--- src/rtl/store_pkg.sv ---
// Shared types for the store read-modify-write sequencer.
package store_pkg;

  // Width of the memory-latency wait counter.
  localparam int LAT_W = 3;

  // Store size as encoded on funct3; 4..7 have no name and are rejected.
  typedef enum logic [2:0] {SB, SH, SW, SD} store_size_t;

  typedef enum logic [2:0] {IDLE, READ, WAIT, WRITE, DONE, ERR} state_t;

endpackage

--- src/rtl/store_merge.sv ---
// Merge datapath: low lanes of rs2 overwrite the low lanes of the read doubleword.
module store_merge
  import store_pkg::*;
(
  input  logic [63:0]  rdata,
  input  logic [63:0]  rs2,
  input  store_size_t  size,
  output logic [63:0]  wdata
);

  // Select how many low bytes come from rs2; a full doubleword ignores rdata.
  always_comb begin
    wdata = rs2;
    case (size)
      SB:      wdata = {rdata[63:8],  rs2[7:0]};
      SH:      wdata = {rdata[63:16], rs2[15:0]};
      SW:      wdata = {rdata[63:32], rs2[31:0]};
      default: wdata = rs2;
    endcase
  end

endmodule

--- src/rtl/store_rmw_ctrl.sv ---
// Store sequencer: read-modify-write for sb/sh/sw, direct write for sd.
// Owns the data-memory port from request acceptance until done/err.
//
//   state | meaning
//   IDLE  | port released, waiting for start
//   READ  | one-cycle read strobe, wait counter loaded
//   WAIT  | counting memory latency, rdata captured on the last cycle
//   WRITE | one-cycle write strobe with merged data
//   DONE  | one-cycle completion pulse
//   ERR   | one-cycle reject pulse for an illegal funct3
module store_rmw_ctrl
  import store_pkg::*;
#(
  parameter int MEM_LAT = 1
) (
  input  logic        clk,
  input  logic        reset,
  input  logic        start,
  input  logic [2:0]  funct3,
  input  logic [63:0] addr,
  input  logic [63:0] rs2,
  input  logic [63:0] mem_rdata,
  output logic [63:0] mem_addr,
  output logic        mem_rd,
  output logic        mem_wr,
  output logic [63:0] mem_wdata,
  output logic        busy,
  output logic        done,
  output logic        err
);

  state_t            state_q, state_d;
  logic [2:0]        funct3_q, funct3_d;
  logic [63:0]       addr_q, addr_d;
  logic [63:0]       rs2_q, rs2_d;
  logic [63:0]       rdata_q, rdata_d;
  logic [LAT_W-1:0]  cnt_q, cnt_d;
  logic [63:0]       merged;

  store_merge u_merge (
    .rdata (rdata_q),
    .rs2   (rs2_q),
    .size  (store_size_t'(funct3_q)),
    .wdata (merged)
  );

  // Next-state logic and op-register capture.
  always_comb begin
    state_d  = state_q;
    funct3_d = funct3_q;
    addr_d   = addr_q;
    rs2_d    = rs2_q;
    rdata_d  = rdata_q;
    cnt_d    = cnt_q;
    case (state_q)
      IDLE: begin
        if (start) begin
          funct3_d = funct3;
          addr_d   = addr;
          rs2_d    = rs2;
          if (funct3 <= 3'd2)      state_d = READ;
          else if (funct3 == 3'd3) state_d = WRITE;
          else                     state_d = ERR;
        end
      end
      READ: begin
        cnt_d   = LAT_W'(MEM_LAT - 1);
        state_d = WAIT;
      end
      WAIT: begin
        if (cnt_q == '0) begin
          rdata_d = mem_rdata;
          state_d = WRITE;
        end else begin
          cnt_d = cnt_q - LAT_W'(1);
        end
      end
      WRITE:   state_d = DONE;
      DONE:    state_d = IDLE;
      ERR:     state_d = IDLE;
      default: state_d = IDLE;
    endcase
  end

  // Output decode from registered state only; no input-to-output paths.
  always_comb begin
    busy      = (state_q != IDLE);
    mem_addr  = busy ? addr_q : 64'd0;
    mem_rd    = (state_q == READ);
    mem_wr    = (state_q == WRITE);
    mem_wdata = (state_q == WRITE) ? merged : 64'd0;
    done      = (state_q == DONE);
    err       = (state_q == ERR);
  end

  // State and op registers; reset clears everything immediately.
  always_ff @(posedge clk or negedge reset) begin
    if (!reset) begin
      state_q  <= IDLE;
      funct3_q <= '0;
      addr_q   <= '0;
      rs2_q    <= '0;
      rdata_q  <= '0;
      cnt_q    <= '0;
    end else begin
      state_q  <= state_d;
      funct3_q <= funct3_d;
      addr_q   <= addr_d;
      rs2_q    <= rs2_d;
      rdata_q  <= rdata_d;
      cnt_q    <= cnt_d;
    end
  end

endmodule

--- config.mk ---
export PLATFORM = sky130hd
export DESIGN_NAME = store_rmw_ctrl
export DESIGN_NICKNAME = d
export VERILOG_FILES = /design/src/rtl/store_pkg.sv /design/src/rtl/store_merge.sv /design/src/rtl/store_rmw_ctrl.sv
export SDC_FILE = /design/constraint.sdc
export NUM_CORES = 1
export LEC_CHECK = 0
export ABC_AREA = 1
export CAP_MARGIN = 20
export CORE_UTILIZATION = 47
export CTS_CLUSTER_DIAMETER = 120
export DETAILED_ROUTE_END_ITERATION = 8
export PLACE_DENSITY = 0.82
export SLEW_MARGIN = 20
export SYNTH_ARGS = -nofsm -noshare
export SYNTH_HDL_FRONTEND = slang
export SYNTH_HIERARCHICAL = 1
export SYNTH_SLANG_ARGS = --single-unit
export TNS_END_PERCENT = 100
--- constraint.sdc ---
create_clock -name clk -period 1.9 [get_ports clk]
set_input_delay 0.285 -clock clk [delete_from_list [all_inputs] [get_ports clk]]
set_output_delay 0.285 -clock clk [all_outputs]
set_load 0.03 [all_outputs]
==> results.py, run 1 <==
metrics = {
    "floorplan": {
        "fp-row-count": 52,
        "die_h_um": 145.9,
        "core_area_sq_mm": 0.02023,
        "start_util_pct": 48.09,
        "ios": 331,
        "die_x_um": 145.9,
        "dieArea_sq_mm": 0.02128,
    },
    "cts": {
        "clock_latency_ns": 0.43,
        "cts_sinks": 193,
        "cts.clk_slew.worst_paths_ns": 0.07,
        "cts_buffer_depth": 2,
        "numCtsBuffers": 17,
        "cts_root_buffer": "clkbuf_16",
        "h-tree-depth": 4,
        "cts_tree": "done",
    },
    "critical_path": {
        "crit_path_max_fanout": 9,
        "cp.arrival_ns": 1.75,
        "crit_type": "reg2out",
        "cpMostUsedCell": "nor2_4",
        "endpoint_kind": "output pin",
        "required_ns": 1.62,
        "slowest_delay_ns": 0.43,
        "start_kind": "register",
        "crit_chain": "nor2_4 > inv_2 > nor2_4 > buf_12 > clkbuf_16 > nor2_1 > buf_4",
        "slowest_stage": "dfrtp_1",
    },
    "status": {
        "outcome": "finished with violations",
        "failed_checks": "setup timing",
    },
    "finish": {
        "drive_gt1_share_pct": 24.70,
        "layout.cells.non_filler": 1945,
        "nFillCells": 1406,
        "areaGrowthSynthToFinish_pct": 55.52,
        "final_nets": 1859,
        "postLayoutCellArea_sq_mm": 0.01513,
    },
    "grt": {
        "overflow": 0,
        "grt_use_total_pct": 28.69,
        "grt_pass1_wl_um": 48390,
        "grt_start_max_net_pins": 132,
        "antenna_found_initial": 2,
        "grt_pass1_vias": 9532,
    },
    "hold_path": {
        "hold_class": "in2async",
    },
    "drt": {
        "wl_per_cell_um": 16.66,
        "drt.antenna.violating_nets": 0,
        "totalWireLength_um": 32400,
        "vias_per_cell": 5.112,
        "drcViolationCount": 0,
        "vias": 9943,
        "drtPass1Iterations": 5,
        "drt_iter0_markers": 672,
    },
    "pwr": {
        "ir_drop_mv": 1.251,
        "p_leak_nw": 7.914,
        "total_power_mw": 26.69,
        "powerDensity_mw_per_mm2": 1763,
    },
    "yosys": {
        "synthesis.nets": 1521,
        "syn-cell-area_sq_mm": 0.009731,
        "avgSynthCellArea_sq_um": 7.366,
        "syn_inst": 1321,
        "synth.yosys.warnings": 6,
    },
    "placement": {
        "dp_slack_ns": -0.1017,
        "dp.cells": 1859,
        "placed_area_sq_mm": 0.01307,
        "gp_congestion": 0.8091,
        "portBuffers": 322,
        "hpwl_um": 18460,
    },
    "job": {
        "max-cap-violations": 0,
    },
    "sta": {
        "finalHoldViolations": 0,
        "rsz0062_at_grt": "true",
        "setup_viol": 126,
        "finalSetupTns_ns": -11.24,
        "worstMarginPinSlew_ns": 0.6023,
        "finClkSkew_ns": 0.01261,
        "timing.final.crit_period_ns": 2.036,
        "slew_headroom_pct": 59.85,
        "fin_crit_sh_pct": 107.1,
        "drv_slew": 0,
        "final.setup.worst_slack_ns": -0.1357,
        "fmax_mhz": 491.2,
    },
}
## state kept, by name (all words and copies together), names as in the netlist
register / cells
addr_q: 64
rs2_q: 64
rdata_q: 56
cnt_q: 3
funct3_q: 3
state_q: 3
## area by class of cell
type / instances / area, sq um / area share, %
sequential: 193 / 4832 / 31.93
timing repair buffer: 410 / 4468 / 29.52
multi-input combinational: 838 / 4168 / 27.54
inverter: 199 / 762.0 / 5.035
clock buffer: 18 / 439.2 / 2.902
tap: 270 / 337.8 / 2.232
clock inverter: 14 / 118.9 / 0.7854
antenna: 3 / 7.507 / 0.04961
## layer usage
layer  track usage (%)  part of all wire, %  wire length (um)
met3             4.953                  7.0              2274
met1             35.36                   39             12480
met2             48.71                   50             16320
met4             14.16                  4.1              1320
met5                 0                    0                 0
## cell usage in the layout (no fill, tap or decap), types with 23 or more instances in the layout
| cell | instances |
|---|---|
| nand2_1 | 379 |
| dfrtp_1 | 191 |
| clkdlybuf4s50_1 | 187 |
| inv_1 | 180 |
| nand3_1 | 168 |
| buf_4 | 106 |
| nor2_1 | 75 |
| buf_6 | 72 |
| o21ai_0 | 60 |
| nand2_2 | 51 |
| nor2_4 | 38 |
| clkbuf_16 | 24 |
| nor2_2 | 23 |
| buf_12 | 23 |
## metrics by stage
| step | hold WS, ns | utilization [%] |
|---|---|---|
| after CTS | 0.2608 | 70.55 |
| after detailed placement | 0.1605 | 64.59 |
| after global placement | 0.1623 | 64.59 |
| final | 0.2995 | 74.79 |
| after global routing | 0.3005 | 74.78 |
| after floorplan | -0.01059 | - |
## power by group
group	switching [mW]	internal (mW)	total [mW]	leakage [nW]
logic	9.17	6.69	15.9	5.25
clock network	1.70	1.76	3.46	0.270
registers	1.29	6.08	7.37	2.40
## path summary, 6_finish.rpt
kind,start,end,slack [ns],cells past startpoint
setup / recovery,state_q[0],mem_addr[63],-0.14,7
max in group asynchronous,reset,cnt_q[2],0.89,3
setup reg to reg,state_q[0],rs2_q[42],0.06,10
hold reg to reg,rs2_q[27],rs2_q[27],0.47,2
min in group clk,start,state_q[0],0.38,4
hold / removal,reset,rdata_q[45],0.30,2
## worst max-delay path, delay by kind of cell (launching register included)
family / cells / cell delay, ns
buffers and inverters: 4 / 0.57
flip-flops: 1 / 0.43
AND/OR/NAND/NOR: 3 / 0.30
## timing repair
item,CTS,global route
cloned,11,10
gates resized for setup,508,199
setup buffers,26,6
pin swaps,28,32
hold endpoints to repair,43,0
hold buffers,1,0
endpoints found under the setup margin,152,193
(Power assumes the default switching activity.)
==> inputs of run 2 (changes only) <==
Settings changed: CAP_MARGIN 20 to not set.
==> results of run 2 <==
The final DEF is identical to that of run 1; final timing and power are the same.
==> inputs of run 3 (changes only) <==
Settings changed: ABC_CLOCK_PERIOD_IN_PS set to 1900.
==> results of run 3 <==
The final DEF is identical to that of run 1; final timing and power are the same.
